<file path="config.mk">
export PLATFORM = sky130hd
export DESIGN_NAME = multicycle_controller_flat
export DESIGN_NICKNAME = d
export VERILOG_FILES = /design/src/rtl/multicycle_controller_pkg.sv /design/src/rtl/multicycle_controller_if.sv /design/src/rtl/cond_eval.sv /design/src/rtl/multicycle_controller.sv /design/src/flat_wrapper.sv
export SDC_FILE = /design/constraint.sdc
export NUM_CORES = 1
export LEC_CHECK = 0
export ABC_AREA = 1
export BUFFER_PORTS_ARGS = -buffer_cell sky130_fd_sc_hd__buf_2
export CORE_MARGIN = 4
export CORE_UTILIZATION = 30
export CTS_BUF_LIST = sky130_fd_sc_hd__clkbuf_4
export DETAILED_ROUTE_END_ITERATION = 7
export GPL_ROUTABILITY_DRIVEN = 0
export PLACE_DENSITY = 0.54
export SLEW_MARGIN = 25
export SYNTH_ARGS = -nofsm -noshare
export SYNTH_HDL_FRONTEND = slang
export SYNTH_SLANG_ARGS = --single-unit
</file>
<file path="constraint.sdc">
create_clock -name clk -period 4.08 [get_ports clk]
set_input_delay 0.204 -clock clk [delete_from_list [all_inputs] [get_ports clk]]
set_output_delay 0.204 -clock clk [all_outputs]
set_load 0.005 [all_outputs]
</file>
<file path="src/rtl/multicycle_controller_pkg.sv">
// Shared definitions for the multicycle controller: state encoding,
// opcode classes, branch condition codes and datapath select encodings.
package multicycle_controller_pkg;

  typedef enum logic [3:0] {
    FETCH,
    DECODE,
    EXEC,
    ALUWB,
    MEMADR,
    MEMRD,
    MEMWB,
    MEMWR,
    BRANCH,
    HALT
  } state_t;

  // Opcode classes; every op at or below OP_ALU_IMM is an ALU operation
  localparam logic [3:0] OP_ALU_IMM = 4'b1000;
  localparam logic [3:0] OP_LOAD    = 4'b1001;
  localparam logic [3:0] OP_STORE   = 4'b1010;
  localparam logic [3:0] OP_BRANCH  = 4'b1011;
  localparam logic [3:0] OP_HALT    = 4'b1111;

  // Branch condition codes evaluated against the latched {N,Z,C,V}
  localparam logic [3:0] COND_AL = 4'b0000;
  localparam logic [3:0] COND_EQ = 4'b0001;
  localparam logic [3:0] COND_NE = 4'b0010;
  localparam logic [3:0] COND_CS = 4'b0011;
  localparam logic [3:0] COND_CC = 4'b0100;
  localparam logic [3:0] COND_MI = 4'b0101;
  localparam logic [3:0] COND_PL = 4'b0110;
  localparam logic [3:0] COND_VS = 4'b0111;
  localparam logic [3:0] COND_VC = 4'b1000;

  // Datapath select encodings
  localparam logic [3:0] ALU_ADD = 4'b0000;
  localparam logic [1:0] RES_ALU = 2'b00;
  localparam logic [1:0] RES_MEM = 2'b01;

endpackage

</file>
<file path="src/rtl/multicycle_controller_if.sv">
// Controller <-> datapath/memory bundle. The controller side is master.
interface multicycle_controller_if;
  logic [15:0] Instr;
  logic [3:0]  ALUFlags;
  logic        mem_ready;
  logic        mem_req;
  logic        mem_we;
  logic        AdrSrc;
  logic        IRWrite;
  logic        PCWrite;
  logic        RegWrite;
  logic        ImmSrc;
  logic [3:0]  ALUControl;
  logic [1:0]  ResultSrc;
  logic        halted;
  logic        illegal;
  logic        bus_err;
  logic [15:0] retired;

  modport master (
    input  Instr, ALUFlags, mem_ready,
    output mem_req, mem_we, AdrSrc, IRWrite, PCWrite, RegWrite, ImmSrc,
           ALUControl, ResultSrc, halted, illegal, bus_err, retired
  );

  modport slave (
    output Instr, ALUFlags, mem_ready,
    input  mem_req, mem_we, AdrSrc, IRWrite, PCWrite, RegWrite, ImmSrc,
           ALUControl, ResultSrc, halted, illegal, bus_err, retired
  );
endinterface

</file>
<file path="src/rtl/cond_eval.sv">
// Branch condition evaluator: decides taken from a condition code and
// the latched {N,Z,C,V} flags.
module cond_eval
  import multicycle_controller_pkg::*;
(
  input  logic [3:0] cond,
  input  logic [3:0] flags,
  output logic       taken
);

  logic n, z, c, v;
  assign {n, z, c, v} = flags;

  // Condition table; codes above COND_VC are never taken
  always_comb begin
    taken = 1'b0;
    case (cond)
      COND_AL: taken = 1'b1;
      COND_EQ: taken = z;
      COND_NE: taken = ~z;
      COND_CS: taken = c;
      COND_CC: taken = ~c;
      COND_MI: taken = n;
      COND_PL: taken = ~n;
      COND_VS: taken = v;
      COND_VC: taken = ~v;
      default: taken = 1'b0;
    endcase
  end

endmodule

</file>
<file path="src/rtl/multicycle_controller.sv">
// Multicycle instruction controller with wait-state memory handshake,
// request timeout, sticky status flags and a retired-instruction count.
module multicycle_controller
  import multicycle_controller_pkg::*;
#(
  parameter int          TIMEOUT      = 16,
  // Reset value of the retired count (normally zero)
  parameter logic [15:0] RETIRED_INIT = 16'h0000
) (
  input logic                     clk,
  input logic                     reset,
  multicycle_controller_if.master bus
);

  localparam logic [7:0] WAIT_LAST = 8'(TIMEOUT - 1);

  state_t      state;
  logic [3:0]  flags;
  logic [7:0]  wait_cnt;
  logic        illegal_q;
  logic        bus_err_q;
  logic [15:0] retired_q;
  logic        taken;
  logic [3:0]  op;
  logic [3:0]  cond;
  logic        wait_last;
  logic        unused_instr_low;

  assign op               = bus.Instr[15:12];
  assign cond             = bus.Instr[11:8];
  assign wait_last        = (wait_cnt == WAIT_LAST);
  assign unused_instr_low = ^bus.Instr[7:0];

  cond_eval u_cond_eval (
    .cond  (cond),
    .flags (flags),
    .taken (taken)
  );

  // Next-state, flag latch, wait counter, retire count and sticky status.
  // The wait counter is zeroed in every non-request cycle and on ready, so
  // it is always zero on entry to FETCH, MEMRD and MEMWR.
  always_ff @(posedge clk) begin
    if (reset) begin
      state     <= FETCH;
      flags     <= 4'b0000;
      wait_cnt  <= '0;
      retired_q <= RETIRED_INIT;
      illegal_q <= 1'b0;
      bus_err_q <= 1'b0;
    end else begin
      wait_cnt <= '0;
      case (state)
        FETCH: begin
          if (bus.mem_ready) begin
            state <= DECODE;
          end else if (wait_last) begin
            state     <= HALT;
            bus_err_q <= 1'b1;
          end else begin
            wait_cnt <= wait_cnt + 8'd1;
          end
        end
        DECODE: begin
          if (op <= OP_ALU_IMM)                   state <= EXEC;
          else if (op == OP_LOAD || op == OP_STORE) state <= MEMADR;
          else if (op == OP_BRANCH)               state <= BRANCH;
          else if (op == OP_HALT)                 state <= HALT;
          else begin
            state     <= FETCH;
            illegal_q <= 1'b1;
          end
        end
        EXEC: begin
          flags <= bus.ALUFlags;
          state <= ALUWB;
        end
        ALUWB: begin
          state     <= FETCH;
          retired_q <= retired_q + 16'd1;
        end
        MEMADR: state <= (op == OP_LOAD) ? MEMRD : MEMWR;
        MEMRD: begin
          if (bus.mem_ready) begin
            state <= MEMWB;
          end else if (wait_last) begin
            state     <= HALT;
            bus_err_q <= 1'b1;
          end else begin
            wait_cnt <= wait_cnt + 8'd1;
          end
        end
        MEMWB: begin
          state     <= FETCH;
          retired_q <= retired_q + 16'd1;
        end
        MEMWR: begin
          if (bus.mem_ready) begin
            state     <= FETCH;
            retired_q <= retired_q + 16'd1;
          end else if (wait_last) begin
            state     <= HALT;
            bus_err_q <= 1'b1;
          end else begin
            wait_cnt <= wait_cnt + 8'd1;
          end
        end
        BRANCH: begin
          state     <= FETCH;
          retired_q <= retired_q + 16'd1;
        end
        HALT:    state <= HALT;
        default: state <= FETCH;
      endcase
    end
  end

  // Output decode from state, latched flags and Instr; reset forces all
  // outputs low so no strobe can fire while an instruction is abandoned.
  always_comb begin
    bus.mem_req    = 1'b0;
    bus.mem_we     = 1'b0;
    bus.AdrSrc     = 1'b0;
    bus.IRWrite    = 1'b0;
    bus.PCWrite    = 1'b0;
    bus.RegWrite   = 1'b0;
    bus.ImmSrc     = 1'b0;
    bus.ALUControl = ALU_ADD;
    bus.ResultSrc  = RES_ALU;
    bus.halted     = 1'b0;
    bus.illegal    = 1'b0;
    bus.bus_err    = 1'b0;
    bus.retired    = 16'h0000;
    if (!reset) begin
      bus.illegal = illegal_q;
      bus.bus_err = bus_err_q;
      bus.retired = retired_q;
      case (state)
        FETCH: begin
          bus.mem_req = 1'b1;
          bus.IRWrite = bus.mem_ready;
          bus.PCWrite = bus.mem_ready;
        end
        EXEC: begin
          bus.ALUControl = (op == OP_ALU_IMM) ? ALU_ADD : {1'b0, op[2:0]};
          bus.ImmSrc     = (op == OP_ALU_IMM);
        end
        ALUWB: bus.RegWrite = 1'b1;
        MEMADR: bus.ImmSrc = 1'b1;
        MEMRD: begin
          bus.mem_req = 1'b1;
          bus.AdrSrc  = 1'b1;
        end
        MEMWB: begin
          bus.RegWrite  = 1'b1;
          bus.ResultSrc = RES_MEM;
        end
        MEMWR: begin
          bus.mem_req = 1'b1;
          bus.mem_we  = 1'b1;
          bus.AdrSrc  = 1'b1;
        end
        BRANCH: begin
          bus.ImmSrc  = 1'b1;
          bus.PCWrite = taken;
        end
        HALT: bus.halted = 1'b1;
        default: ;
      endcase
    end
  end

endmodule

</file>
<file path="src/flat_wrapper.sv">
// flat-port wrapper written by rule: the top's interface ports become plain ports
module multicycle_controller_flat import multicycle_controller_pkg::*;
#(
  parameter int          TIMEOUT      = 16,
                                                     
  parameter logic [15:0] RETIRED_INIT = 16'h0000
)
  (clk, reset, bus_Instr, bus_ALUFlags, bus_mem_ready, bus_mem_req, bus_mem_we, bus_AdrSrc, bus_IRWrite, bus_PCWrite, bus_RegWrite, bus_ImmSrc, bus_ALUControl, bus_ResultSrc, bus_halted, bus_illegal, bus_bus_err, bus_retired);
  multicycle_controller_if bus_i ();
  input logic clk;
  input logic reset;
  input wire logic [$bits(bus_i.Instr)-1:0] bus_Instr;
  input wire logic [$bits(bus_i.ALUFlags)-1:0] bus_ALUFlags;
  input wire logic [$bits(bus_i.mem_ready)-1:0] bus_mem_ready;
  output wire logic [$bits(bus_i.mem_req)-1:0] bus_mem_req;
  output wire logic [$bits(bus_i.mem_we)-1:0] bus_mem_we;
  output wire logic [$bits(bus_i.AdrSrc)-1:0] bus_AdrSrc;
  output wire logic [$bits(bus_i.IRWrite)-1:0] bus_IRWrite;
  output wire logic [$bits(bus_i.PCWrite)-1:0] bus_PCWrite;
  output wire logic [$bits(bus_i.RegWrite)-1:0] bus_RegWrite;
  output wire logic [$bits(bus_i.ImmSrc)-1:0] bus_ImmSrc;
  output wire logic [$bits(bus_i.ALUControl)-1:0] bus_ALUControl;
  output wire logic [$bits(bus_i.ResultSrc)-1:0] bus_ResultSrc;
  output wire logic [$bits(bus_i.halted)-1:0] bus_halted;
  output wire logic [$bits(bus_i.illegal)-1:0] bus_illegal;
  output wire logic [$bits(bus_i.bus_err)-1:0] bus_bus_err;
  output wire logic [$bits(bus_i.retired)-1:0] bus_retired;
  assign bus_i.Instr = bus_Instr;
  assign bus_i.ALUFlags = bus_ALUFlags;
  assign bus_i.mem_ready = bus_mem_ready;
  assign bus_mem_req = bus_i.mem_req;
  assign bus_mem_we = bus_i.mem_we;
  assign bus_AdrSrc = bus_i.AdrSrc;
  assign bus_IRWrite = bus_i.IRWrite;
  assign bus_PCWrite = bus_i.PCWrite;
  assign bus_RegWrite = bus_i.RegWrite;
  assign bus_ImmSrc = bus_i.ImmSrc;
  assign bus_ALUControl = bus_i.ALUControl;
  assign bus_ResultSrc = bus_i.ResultSrc;
  assign bus_halted = bus_i.halted;
  assign bus_illegal = bus_i.illegal;
  assign bus_bus_err = bus_i.bus_err;
  assign bus_retired = bus_i.retired;
  multicycle_controller #(.TIMEOUT(TIMEOUT), .RETIRED_INIT(RETIRED_INIT)) u_core (.clk(clk), .reset(reset), .bus(bus_i));
endmodule
</file>
==> impl_metrics.prom, run 1 <==
# TYPE chip_impl_metric gauge
chip_impl_info{name="status",value="finished, final reports clean"} 1
chip_impl_metric{name="worst_path_largest_cell_delay",unit="ns"} 0.46
chip_impl_metric{name="detailed_place_hpwl",unit="um"} 3930
chip_impl_info{name="layout.cells.most_common_list",value="sky130_fd_sc_hd__nor2_1 (73), sky130_fd_sc_hd__nand2_1 (70), sky130_fd_sc_hd__buf_2 (44)"} 1
chip_impl_metric{name="final_core_util",unit=""} 0.359
chip_impl_metric{name="first_global_vias",unit=""} 1996
chip_impl_metric{name="drtPass1Iterations",unit=""} 4
chip_impl_info{name="timing.critical_path.cells",value="nor2_2 > nand3_1 > a31oi_1 > buf_2"} 1
chip_impl_metric{name="synth_cell_types",unit=""} 32
chip_impl_metric{name="wl_per_cell",unit="um"} 10.9
chip_impl_metric{name="h-tree-depth",unit=""} 2
chip_impl_metric{name="cp_num_buf_inv",unit=""} 1
chip_impl_metric{name="dp_slack",unit="ns"} 2.15
chip_impl_metric{name="ant_nets",unit=""} 0
chip_impl_metric{name="grt_max_degree",unit=""} 47
chip_impl_metric{name="synth-seq-area-share",unit=""} 0.315
chip_impl_metric{name="post_synth_fa_ha_maj_area_fraction",unit=""} 0.0116
chip_impl_metric{name="synthesis.area_per_instance",unit="um^2"} 6.22
chip_impl_metric{name="synthCells",unit=""} 348
chip_impl_metric{name="cp_max_fo",unit=""} 13
chip_impl_info{name="tritoncts",value="built"} 1
chip_impl_metric{name="report.final.setup_viol",unit=""} 0
chip_impl_metric{name="area_enclosed_by_the_die_boundary",unit="mm^2"} 0.00863
chip_impl_metric{name="grt.overflow.total",unit=""} 0
chip_impl_metric{name="grt_util_all_layers",unit=""} 0.126
chip_impl_metric{name="worst-endpoint-arrival",unit="ns"} 1.88
chip_impl_metric{name="max-vdd-ir-drop",unit="uV"} 227
chip_impl_metric{name="timing.final.max_slew_violations",unit=""} 0
chip_impl_metric{name="design_power_total",unit="uW"} 928
chip_impl_info{name="critical_path.slowest_cell",value="sky130_fd_sc_hd__nand3_1"} 1
chip_impl_metric{name="yosysTopAreaCellShare",unit=""} 0.315
chip_impl_metric{name="worst_slack",unit="ns"} 2.00
chip_impl_metric{name="num_antenna_cells",unit=""} 0
chip_impl_metric{name="grt_first_pass_wirelength",unit="um"} 8820
chip_impl_info{name="critPathTopFamily",value="simple AND/OR/NAND/NOR gates"} 1
chip_impl_info{name="post_synth_top_area_cell",value="sky130_fd_sc_hd__dfxtp_1"} 1
chip_impl_metric{name="finalClockSkew",unit="ns"} 0.00589
chip_impl_metric{name="row_count",unit=""} 30
chip_impl_info{name="dominant_combinational_cell_family_by_area_after_synthesis",value="simple AND/OR/NAND/NOR gates"} 1
chip_impl_info{name="layout_commonest_cell",value="sky130_fd_sc_hd__nor2_1"} 1
chip_impl_metric{name="post_cts_hold_buffer_count",unit=""} 0
chip_impl_metric{name="clock_tree.buffer_depth",unit=""} 2
chip_impl_metric{name="yosys.area_share.simple",unit=""} 0.400
chip_impl_info{name="path_class",value="flop to output pin"} 1
chip_impl_metric{name="compound_cell_area_share_of_the_yosys_netlist",unit=""} 0.122
chip_impl_metric{name="detail_route.drc_violations",unit=""} 0
chip_impl_metric{name="fillerInstances",unit=""} 802
chip_impl_metric{name="power_per_cell_area",unit="mW/mm^2"} 374
chip_impl_metric{name="worstPathRequired",unit="ns"} 3.88
chip_impl_metric{name="cts_sinks",unit=""} 34
chip_impl_metric{name="grt_antenna_before_repair",unit=""} 0
chip_impl_metric{name="fp.coreArea",unit="mm^2"} 0.00691
chip_impl_info{name="root_buffer",value="sky130_fd_sc_hd__clkbuf_4"} 1
chip_impl_metric{name="areaGrowthSynthToFinish",unit="%"} 14.6
chip_impl_metric{name="chipWidth",unit="um"} 92.9
chip_impl_metric{name="cap_viol_max_count",unit=""} 0
chip_impl_metric{name="leakagePower",unit="uW"} 0.00104
chip_impl_metric{name="slew_headroom",unit=""} 0.602
chip_impl_metric{name="hold_ws",unit="ns"} 0.106
chip_impl_metric{name="yosys.area_share.xor_xnor",unit=""} 0.0324
chip_impl_metric{name="timing_hold_violations_final",unit=""} 0
chip_impl_metric{name="io_pins",unit=""} 55
chip_impl_info{name="synth.top_cells.by_area",value="sky130_fd_sc_hd__dfxtp_1 (31%), sky130_fd_sc_hd__nor2_1 (13%), sky130_fd_sc_hd__nand2_1 (12%)"} 1
chip_impl_metric{name="vias",unit=""} 2222
chip_impl_metric{name="floorplan.initialDensity",unit=""} 0.313
chip_impl_metric{name="placement.io_buffers",unit=""} 44
chip_impl_info{name="endpoint_kind",value="output pin"} 1
chip_impl_metric{name="final.period_utilization",unit=""} 0.510
chip_impl_metric{name="clk-insertion-delay-late",unit="ns"} 0.34
chip_impl_metric{name="finalNetCount",unit=""} 412
chip_impl_metric{name="total_clock_buffers_created_by_cts",unit=""} 5
chip_impl_metric{name="die-height",unit="um"} 92.9
chip_impl_metric{name="yosys-mux-area-fraction",unit=""} 0
chip_impl_info{name="worst_hold_path_type",value="input pin to flop"} 1
chip_impl_metric{name="totalNegativeSetupSlack",unit="ns"} 0
chip_impl_metric{name="vias_per_cell",unit=""} 4.59
chip_impl_metric{name="postCtsSetupRepairBufs",unit=""} 0
chip_impl_metric{name="actual_transition_at_the_worst_max_transition_pin",unit="ns"} 0.596
chip_impl_metric{name="yosys_warnings",unit=""} 0
chip_impl_metric{name="clk_transition_reported_paths",unit="ns"} 0.11
chip_impl_metric{name="drt_first_iter_violations",unit=""} 94
chip_impl_info{name="timing.critical_path.from_type",value="flop"} 1
chip_impl_metric{name="synth_area",unit="mm^2"} 0.00216
chip_impl_metric{name="fmax",unit="MHz"} 480
chip_impl_info{name="rsz0062_at_grt",value="false"} 1
chip_impl_metric{name="ys_seq_elements",unit=""} 34
chip_impl_metric{name="cts.repair.resized",unit=""} 0
chip_impl_metric{name="routed_wirelength",unit="um"} 5280
chip_impl_metric{name="final_period_minus_worst_setup_slack",unit="ns"} 2.08
chip_impl_metric{name="drive_above_1_share",unit=""} 0.175
==> cells by family after synthesis <==
group / Yosys count
simple gates: 196
buf+inv: 59
compound gates: 48
flops: 34
xor+xnor: 8
fa+ha+maj: 2
other cells: 1
==> path summary, 6_finish.rpt <==
kind	start	to	slack, ns	depth (start not counted)
max	u_core.state[1]	bus_ImmSrc	2.00	4
min	bus_ALUFlags[3]	u_core.flags[3]	0.11	3
max reg2reg	u_core.state[3]	u_core.retired_q[1]	2.13	7
min reg2reg	u_core.wait_cnt[0]	u_core.wait_cnt[0]	0.46	1
==> worst register-to-register path, cell delays in order, from the launching register on <==
cell	delay [ns]
sky130_fd_sc_hd__dfxtp_1	0.42
sky130_fd_sc_hd__inv_2	0.07
sky130_fd_sc_hd__nand2_4	0.08
sky130_fd_sc_hd__inv_4	0.05
sky130_fd_sc_hd__nand3_1	0.39
sky130_fd_sc_hd__nand3_2	0.49
sky130_fd_sc_hd__o21ai_1	0.29
sky130_fd_sc_hd__nor2_1	0.05
==> routing by layer <==
| metal | track usage | up-vias | part of all wire |
|---|---|---|---|
| met2 | 0.203 | 53 | 0.45 |
| li1 | - | 1194 | - |
| met3 | 0.0244 | 2 | 0.056 |
| met1 | 0.164 | 973 | 0.49 |
| met4 | 0.0513 | 0 | 0.0072 |
| met5 | 0 | - | 0 |
==> through the flow <==
step	cell area, um^2	instances
6_report	2480	484
3_3_place_gp	2430	476
2_1_floorplan	2170	349
3_5_place_dp	2430	476
4_1_cts	2480	484
5_1_grt	2480	484
==> final cells by class <==
class | instances | area (um^2) | area share
multi-input combinational | 256 | 1230 | 0.496
tap | 96 | 120 | 0.0484
sequential | 34 | 681 | 0.274
clock inverter | 3 | 11.3 | 0.00454
timing repair buffer | 45 | 228 | 0.0918
inverter | 45 | 171 | 0.0691
clock buffer | 5 | 37.5 | 0.0151
==> synthesized netlist by cell type, drive strengths merged <==
| library cell | number |
|---|---|
| inv | 44 |
| a31oi | 3 |
| buf | 12 |
| dfxtp | 34 |
| a21oi | 28 |
| nor3b | 1 |
| nand2 | 72 |
| o21ai | 15 |
| nand4 | 18 |
| clkbuf | 2 |
| o211ai | 2 |
| nor2 | 76 |
| nor4 | 1 |
| xor2 | 8 |
| nor3 | 6 |
| ha | 2 |
| conb | 1 |
| clkinv | 1 |
| nand3 | 22 |
==> sequential cells by signal (all words and copies together) (netlist names) <==
name,flops
u_core.bus_err_q,1
u_core.flags,4
u_core.illegal_q,1
u_core.retired_q,16
u_core.state,4
u_core.wait_cnt,8
==> where the power goes <==
part | switching [uW] | internal (uW)
Clock | 116 | 61.4
Combinational | 229 | 109
Sequential | 40.9 | 371
Total | 386 | 542
No activity file was read; power rests on OpenSTA's default activity.
==> run 2: changes to the inputs <==
PLACE_DENSITY = 0.56   (was 0.54)
clock period = 1.8 ns   (was 4.08 ns; I/O delays follow)
==> run 2 against run 1 <==
Against the previous run:
- clock-buffer cell count unchanged
- largest power group unchanged
- sequential share of layout area fell by 0.82 points
- final cell count is 1.7% higher
- worst setup slack got worse by 1.9 ns
- largest cell class unchanged
- die area unchanged
- sequential cell count stayed put
- hold slack worse by 0.10 ns
- clock power up 150%
- non-clock buffer count grew 8
- core utilization is 1.2 points higher
- via count up 3.5%
==> impl_metrics.prom, run 2 (synthesized netlist as in run 1, its figures left out) <==
# TYPE chip_impl_metric gauge
chip_impl_metric{name="placement.io_buffers",unit=""} 44
chip_impl_info{name="rsz0062_at_grt",value="true"} 1
chip_impl_metric{name="cp_num_buf_inv",unit=""} 2
chip_impl_info{name="critPathTopFamily",value="flip-flops"} 1
chip_impl_metric{name="layout.cell_area.non_filler",unit="mm^2"} 0.00256
chip_impl_info{name="endpoint_kind",value="output pin"} 1
chip_impl_metric{name="grt.overflow.total",unit=""} 0
chip_impl_metric{name="vias",unit=""} 2300
chip_impl_metric{name="chipWidth",unit="um"} 92.9
chip_impl_metric{name="worstPathRequired",unit="ns"} 1.71
chip_impl_info{name="timing.critical_path.cells",value="nor2_2 > nand3_1 > buf_4 > a31oi_1 > buf_2"} 1
chip_impl_metric{name="cap_viol_max_count",unit=""} 0
chip_impl_metric{name="max-vdd-ir-drop",unit="uV"} 582
chip_impl_metric{name="post-place-cells",unit=""} 482
chip_impl_metric{name="detailed_place.area",unit="mm^2"} 0.00248
chip_impl_metric{name="cts_sinks",unit=""} 34
chip_impl_info{name="layout_commonest_cell",value="sky130_fd_sc_hd__nor2_1"} 1
chip_impl_metric{name="worst_slack",unit="ns"} 0.123
chip_impl_metric{name="totalNegativeSetupSlack",unit="ns"} 0
chip_impl_metric{name="row_count",unit=""} 30
chip_impl_metric{name="report.final.setup_viol",unit=""} 0
chip_impl_metric{name="areaGrowthSynthToFinish",unit="%"} 18.4
chip_impl_metric{name="grt_first_pass_wirelength",unit="um"} 9270
chip_impl_info{name="root_buffer",value="sky130_fd_sc_hd__clkbuf_4"} 1
chip_impl_info{name="tritoncts",value="built"} 1
chip_impl_metric{name="final_period_minus_worst_setup_slack",unit="ns"} 1.68
chip_impl_metric{name="hold_ws",unit="ns"} 0.00318
chip_impl_metric{name="total_area_of_multi_input_combinational_cells",unit="mm^2"} 0.00124
chip_impl_metric{name="cp_max_fo",unit=""} 12
chip_impl_metric{name="finalNetCount",unit=""} 420
chip_impl_metric{name="timing_hold_violations_final",unit=""} 0
chip_impl_metric{name="drtPass1Iterations",unit=""} 4
chip_impl_metric{name="final.period_utilization",unit=""} 0.931
chip_impl_metric{name="largest_register_ff_count",unit=""} 16
chip_impl_metric{name="finalClockSkew",unit="ns"} 0.0129
chip_impl_metric{name="final-seq-area",unit="um^2"} 682
chip_impl_info{name="layout.cells.most_common_list",value="sky130_fd_sc_hd__nor2_1 (73), sky130_fd_sc_hd__nand2_1 (70), sky130_fd_sc_hd__buf_2 (44)"} 1
chip_impl_metric{name="power_per_cell_area",unit="mW/mm^2"} 856
chip_impl_metric{name="num_antenna_cells",unit=""} 0
chip_impl_metric{name="grt_util_all_layers",unit=""} 0.130
chip_impl_info{name="critical_path.slowest_cell",value="sky130_fd_sc_hd__dfxtp_1"} 1
chip_impl_metric{name="vias_per_cell",unit=""} 4.67
chip_impl_metric{name="die-height",unit="um"} 92.9
chip_impl_metric{name="clock_tree.buffer_depth",unit=""} 2
chip_impl_info{name="top_register_by_number_of_flip_flops",value="u_core.retired_q"} 1
chip_impl_info{name="largest_registers",value="u_core.retired_q x16, u_core.wait_cnt x8"} 1
chip_impl_metric{name="wl_per_cell",unit="um"} 10.9
chip_impl_metric{name="drt_first_iter_violations",unit=""} 93
chip_impl_info{name="startpoint",value="u_core.state[0]"} 1
chip_impl_info{name="critical_path.reg2reg.startpoint",value="u_core.wait_cnt[0]"} 1
chip_impl_metric{name="first_global_vias",unit=""} 2151
chip_impl_info{name="worst_hold_startpoint",value="bus_ALUFlags[0]"} 1
chip_impl_metric{name="dp_slack",unit="ns"} 0.308
chip_impl_metric{name="fmax",unit="MHz"} 596
chip_impl_metric{name="leakagePower",unit="uW"} 0.00108
chip_impl_metric{name="worst_path_largest_cell_delay",unit="ns"} 0.39
chip_impl_metric{name="total_clock_buffers_created_by_cts",unit=""} 5
chip_impl_metric{name="ant_nets",unit=""} 0
chip_impl_metric{name="clk_transition_reported_paths",unit="ns"} 0.12
chip_impl_metric{name="detail_route.drc_violations",unit=""} 0
chip_impl_info{name="path_class",value="flop to output pin"} 1
chip_impl_metric{name="grt_antenna_before_repair",unit=""} 0
chip_impl_metric{name="clk-insertion-delay-late",unit="ns"} 0.35
chip_impl_metric{name="h-tree-depth",unit=""} 2
chip_impl_metric{name="final_non_filler_cells",unit=""} 492
chip_impl_metric{name="timing.final.max_slew_violations",unit=""} 0
chip_impl_metric{name="drive_above_1_share",unit=""} 0.199
chip_impl_metric{name="fp.coreArea",unit="mm^2"} 0.00691
chip_impl_metric{name="floorplan.initialDensity",unit=""} 0.313
chip_impl_metric{name="io_pins",unit=""} 55
chip_impl_info{name="timing.critical_path.from_type",value="flop"} 1
chip_impl_metric{name="area_enclosed_by_the_die_boundary",unit="mm^2"} 0.00863
chip_impl_metric{name="grt_max_degree",unit=""} 24
chip_impl_metric{name="routed_wirelength",unit="um"} 5390
chip_impl_info{name="status",value="finished, final reports clean"} 1
chip_impl_metric{name="fillerInstances",unit=""} 787
chip_impl_metric{name="worst-endpoint-arrival",unit="ns"} 1.59
chip_impl_info{name="worst_hold_path_type",value="input pin to flop"} 1
chip_impl_metric{name="detailed_place_hpwl",unit="um"} 4150
==> run 2: cell types whose count changed in the layout (fill, tap and decap cells not counted) <==
cell / change
sky130_fd_sc_hd__buf_4: +6
sky130_fd_sc_hd__clkinv_1: -3
sky130_fd_sc_hd__clkinv_2: +1
sky130_fd_sc_hd__clkinv_4: +1
sky130_fd_sc_hd__clkinvlp_4: +1
sky130_fd_sc_hd__dfxtp_1: -1
sky130_fd_sc_hd__dfxtp_2: +1
sky130_fd_sc_hd__dlygate4sd3_1: +2
sky130_fd_sc_hd__nor3_1: -1
sky130_fd_sc_hd__nor3_2: +1
==> run 2: where the power goes <==
group | internal, uW | switching [uW] | total (uW)
combinational | 285 | 530 | 816
clock | 152 | 286 | 437
sequential | 845 | 93.5 | 938
==> run 2: repair_timing <==
item,CTS,global route
hold buffers,2,0
setup buffers,0,0
resized for setup,0,2
endpoints found under the hold margin,2,0
setup endpoints to repair,0,3
==> run 2: layer usage <==
| layer | global-route usage | share of wire |
|---|---|---|
| met4 | 0.0501 | 0.021 |
| met1 | 0.166 | 0.48 |
| met5 | 0 | 0 |
| met2 | 0.213 | 0.46 |
| met3 | 0.0276 | 0.039 |
==> run 2: final timing paths <==
| kind | cells past startpoint | slack [ns] | end |
|---|---|---|---|
| hold reg to reg | 1 | 0.47 | u_core.wait_cnt[0] |
| hold / removal | 3 | 0.003 | u_core.flags[0] |
| setup / recovery | 5 | 0.12 | bus_ImmSrc |
| setup reg to reg | 8 | 0.28 | u_core.wait_cnt[5] |
==> run 2: stage by stage <==
step                utilization  power (uW)
floorplan                     -        1560
global placement          0.359        1760
detailed placement        0.359        1760
CTS                       0.370        2210
global route              0.371        2380
finish                    0.371        2190
==> run 2: cell type report <==
class / count / area share
Sequential cell: 34 / 0.266
Clock inverter: 3 / 0.00830
Tap cell: 96 / 0.0469
Inverter: 45 / 0.0669
Timing Repair Buffer: 53 / 0.114
Multi-Input combinational cell: 256 / 0.483
Clock buffer: 5 / 0.0147
==> run 2: tightest hold or removal path: stages <==
cell and delay (ns):
sky130_fd_sc_hd__buf_2 0.07, sky130_fd_sc_hd__o21ai_0 0.08, sky130_fd_sc_hd__nor2_1 0.08
==> run 3: changes to the inputs <==
GPL_TIMING_DRIVEN = 0   (was not set)
==> run 3 against run 2 <==
Against the previous run:
- non-clock buffer count increased by 9
- critical path depth increased by 3
- cell area increased by 2.8%
- die area unchanged
==> impl_metrics.prom, run 3 (synthesized netlist as in run 1, its figures left out) <==
# TYPE chip_impl_metric gauge
chip_impl_metric{name="drive_above_1_share",unit=""} 0.217
chip_impl_metric{name="chipWidth",unit="um"} 92.9
chip_impl_metric{name="row_count",unit=""} 30
chip_impl_metric{name="fillerInstances",unit=""} 798
chip_impl_info{name="critical_path.reg2reg.startpoint",value="u_core.retired_q[0]"} 1
chip_impl_metric{name="cp_num_buf_inv",unit=""} 4
chip_impl_metric{name="grt_antenna_before_repair",unit=""} 0
chip_impl_info{name="endpoint_of_the_worst_hold_path",value="u_core.flags[3]"} 1
chip_impl_metric{name="cell_internal_pwr",unit="uW"} 1360
chip_impl_metric{name="floorplan.initialDensity",unit=""} 0.313
chip_impl_metric{name="timing.final.max_slew_violations",unit=""} 0
chip_impl_metric{name="worst_slack",unit="ns"} 0.0990
chip_impl_metric{name="final-seq-area",unit="um^2"} 686
chip_impl_info{name="status",value="finished, final reports clean"} 1
chip_impl_metric{name="largest_register_ff_count",unit=""} 16
chip_impl_metric{name="number_of_logic_stages_on_the_critical_path_including_buffering",unit=""} 8
chip_impl_metric{name="dp_slack",unit="ns"} 0.289
chip_impl_metric{name="power.combinational.fraction",unit=""} 0.397
chip_impl_metric{name="areaGrowthSynthToFinish",unit="%"} 21.7
chip_impl_metric{name="wl_per_cell",unit="um"} 11.6
chip_impl_metric{name="drt_first_iter_violations",unit=""} 87
chip_impl_metric{name="num_antenna_cells",unit=""} 0
chip_impl_metric{name="timing.hold.worst_path_depth",unit=""} 3
chip_impl_metric{name="finalNetCount",unit=""} 429
chip_impl_metric{name="grt_first_pass_wirelength",unit="um"} 9750
chip_impl_metric{name="post-place-cells",unit=""} 488
chip_impl_metric{name="placement.io_buffers",unit=""} 43
chip_impl_info{name="critical_path.slowest_cell",value="sky130_fd_sc_hd__dfxtp_2"} 1
chip_impl_info{name="path_class",value="flop to output pin"} 1
chip_impl_info{name="timing.critical_path.from_type",value="flop"} 1
chip_impl_metric{name="final.period_utilization",unit=""} 0.945
chip_impl_metric{name="detail_route.drc_violations",unit=""} 0
chip_impl_metric{name="total_switching_power",unit="uW"} 941
chip_impl_info{name="tritoncts",value="built"} 1
chip_impl_metric{name="clk_transition_reported_paths",unit="ns"} 0.11
chip_impl_metric{name="area_enclosed_by_the_die_boundary",unit="mm^2"} 0.00863
chip_impl_metric{name="report.final.setup_viol",unit=""} 0
chip_impl_info{name="worst_r2r_endpoint",value="u_core.retired_q[8]"} 1
chip_impl_metric{name="power_per_cell_area",unit="mW/mm^2"} 876
chip_impl_metric{name="detailed_place_hpwl",unit="um"} 4420
chip_impl_metric{name="ant_nets",unit=""} 0
chip_impl_info{name="worst_hold_path_type",value="input pin to flop"} 1
chip_impl_metric{name="setup.reg_to_reg.worst_slack",unit="ns"} 0.27
chip_impl_metric{name="final_period_minus_worst_setup_slack",unit="ns"} 1.70
chip_impl_info{name="worst_hold_startpoint",value="bus_ALUFlags[3]"} 1
chip_impl_metric{name="routed_wirelength",unit="um"} 5810
chip_impl_metric{name="detailed_place.area",unit="mm^2"} 0.00250
chip_impl_metric{name="grt_util_all_layers",unit=""} 0.140
chip_impl_metric{name="clock_tree.buffer_depth",unit=""} 2
chip_impl_metric{name="cp_max_fo",unit=""} 10
chip_impl_metric{name="h-tree-depth",unit=""} 2
chip_impl_metric{name="slew_headroom",unit=""} 0.610
chip_impl_info{name="endpoint_kind",value="output pin"} 1
chip_impl_metric{name="timing_hold_violations_final",unit=""} 0
chip_impl_metric{name="layout.cell_area.non_filler",unit="mm^2"} 0.00263
chip_impl_metric{name="vias_per_cell",unit=""} 4.70
chip_impl_metric{name="grt_max_degree",unit=""} 11
chip_impl_metric{name="fp.coreArea",unit="mm^2"} 0.00691
chip_impl_metric{name="drtPass1Iterations",unit=""} 4
chip_impl_info{name="critPathTopFamily",value="buffers and inverters"} 1
chip_impl_metric{name="grt.overflow.total",unit=""} 0
chip_impl_metric{name="leakagePower",unit="uW"} 0.00111
chip_impl_metric{name="die-height",unit="um"} 92.9
chip_impl_metric{name="cap_viol_max_count",unit=""} 0
chip_impl_info{name="layout.cells.most_common_list",value="sky130_fd_sc_hd__nor2_1 (72), sky130_fd_sc_hd__nand2_1 (69), sky130_fd_sc_hd__buf_2 (45)"} 1
chip_impl_metric{name="cts_sinks",unit=""} 34
chip_impl_info{name="layout_commonest_cell",value="sky130_fd_sc_hd__nor2_1"} 1
chip_impl_metric{name="clk-insertion-delay-late",unit="ns"} 0.34
chip_impl_info{name="timing.critical_path.cells",value="inv_2 > nor2_4 > nand2_2 > buf_6 > inv_2 > nand3_1 > a31oi_1 > buf_2"} 1
chip_impl_info{name="root_buffer",value="sky130_fd_sc_hd__clkbuf_4"} 1
chip_impl_metric{name="worst-endpoint-arrival",unit="ns"} 1.61
chip_impl_metric{name="final_non_filler_cells",unit=""} 501
chip_impl_metric{name="io_pins",unit=""} 55
chip_impl_metric{name="actual_transition_at_the_worst_max_transition_pin",unit="ns"} 0.585
chip_impl_metric{name="max-vdd-ir-drop",unit="uV"} 589
chip_impl_metric{name="worst_path_largest_cell_delay",unit="ns"} 0.38
chip_impl_metric{name="fmax",unit="MHz"} 588
chip_impl_info{name="worst_path_most_repeated_cell",value="sky130_fd_sc_hd__inv_2"} 1
chip_impl_metric{name="vias",unit=""} 2354
chip_impl_info{name="largest_registers",value="u_core.retired_q x16, u_core.wait_cnt x8"} 1
chip_impl_info{name="top_register_by_number_of_flip_flops",value="u_core.retired_q"} 1
chip_impl_metric{name="sw_frac_of_total",unit=""} 0.408
chip_impl_metric{name="first_global_vias",unit=""} 2098
chip_impl_metric{name="clock_power_share",unit=""} 0.189
chip_impl_metric{name="worst-r2r-cell-count",unit=""} 7
chip_impl_metric{name="total_clock_buffers_created_by_cts",unit=""} 5
chip_impl_metric{name="total_area_of_multi_input_combinational_cells",unit="mm^2"} 0.00125
chip_impl_metric{name="worstPathRequired",unit="ns"} 1.71
chip_impl_metric{name="pwr-share-seq",unit=""} 0.414
chip_impl_metric{name="finalClockSkew",unit="ns"} 0.00955
## run 3: changes by cell type in the layout (fill, tap and decap cells not counted), sizes merged
cell      previous run  this run
clkinvlp             1         0
clkbuf               5         8
buf                 51        58
## run 3: worst max path at each step
stage                              startpoint             endpoint  slack, ns
after floorplan           u_core.retired_q[0]  u_core.retired_q[8]       0.49
after global placement    u_core.retired_q[0]  u_core.retired_q[8]       0.29
after detailed placement  u_core.retired_q[0]  u_core.retired_q[8]       0.29
after CTS                     u_core.state[0]           bus_ImmSrc      0.006
after global routing          u_core.state[2]          bus_PCWrite     -0.002
final                         u_core.state[1]           bus_ImmSrc        0.1
## run 3: per-stage QoR
| step | utilization | hold slack (ns) | power (uW) | setup TNS (ns) |
|---|---|---|---|---|
| 2_1_floorplan | - | 0.253 | 1560 | 0 |
| 3_3_place_gp | 0.362 | 0.343 | 1780 | 0 |
| 3_5_place_dp | 0.362 | 0.348 | 1790 | 0 |
| 4_1_cts | 0.374 | 0.00216 | 2250 | 0 |
| 5_1_grt | 0.381 | 0.000418 | 2490 | -0.00214 |
| 6_report | 0.381 | 0.00319 | 2310 | 0 |
## run 3: worst register-to-register path: stages (launching register included)
cell	delay [ns]
sky130_fd_sc_hd__dfxtp_1	0.44
sky130_fd_sc_hd__ha_1	0.24
sky130_fd_sc_hd__nand2_1	0.11
sky130_fd_sc_hd__nor2_2	0.22
sky130_fd_sc_hd__nand2_1	0.10
sky130_fd_sc_hd__xor2_1	0.15
sky130_fd_sc_hd__nand2_1	0.07
sky130_fd_sc_hd__a21oi_1	0.12
## run 3: cell type report
type / count / share of cell area
multi-input combinational: 256 / 0.475
sequential: 34 / 0.260
timing repair buffer: 48 / 0.0979
inverter: 45 / 0.0651
tap: 96 / 0.0456
buffer: 14 / 0.0352
clock buffer: 6 / 0.0171
clock inverter: 2 / 0.00333
## run 3: layer usage
| metal | GRT usage | vias to the layer above | wire [um] |
|---|---|---|---|
| met1 | 0.184 | 1072 | 2800 |
| met4 | 0.0513 | 0 | 61 |
| met2 | 0.227 | 51 | 2710 |
| met3 | 0.0260 | 4 | 232 |
| met5 | 0 | - | 0 |
| li1 | - | 1227 | - |
## run 3: power by group through the flow
stage / clock [uW] / combinational (uW) / sequential [uW]
after floorplan: 0 / 627 / 932
after global placement: 0 / 826 / 953
after detailed placement: 0 / 832 / 953
after CTS: 458 / 847 / 942
after global routing: 492 / 1030 / 963
final: 436 / 915 / 954
## run 3: timing repair
action,in CTS,in global routing
resized for setup,3,10
endpoints found under the setup margin,1,5
pin swaps,0,3
setup buffers,0,3
cloned,0,0
hold endpoints to repair,2,0
hold buffers,2,0
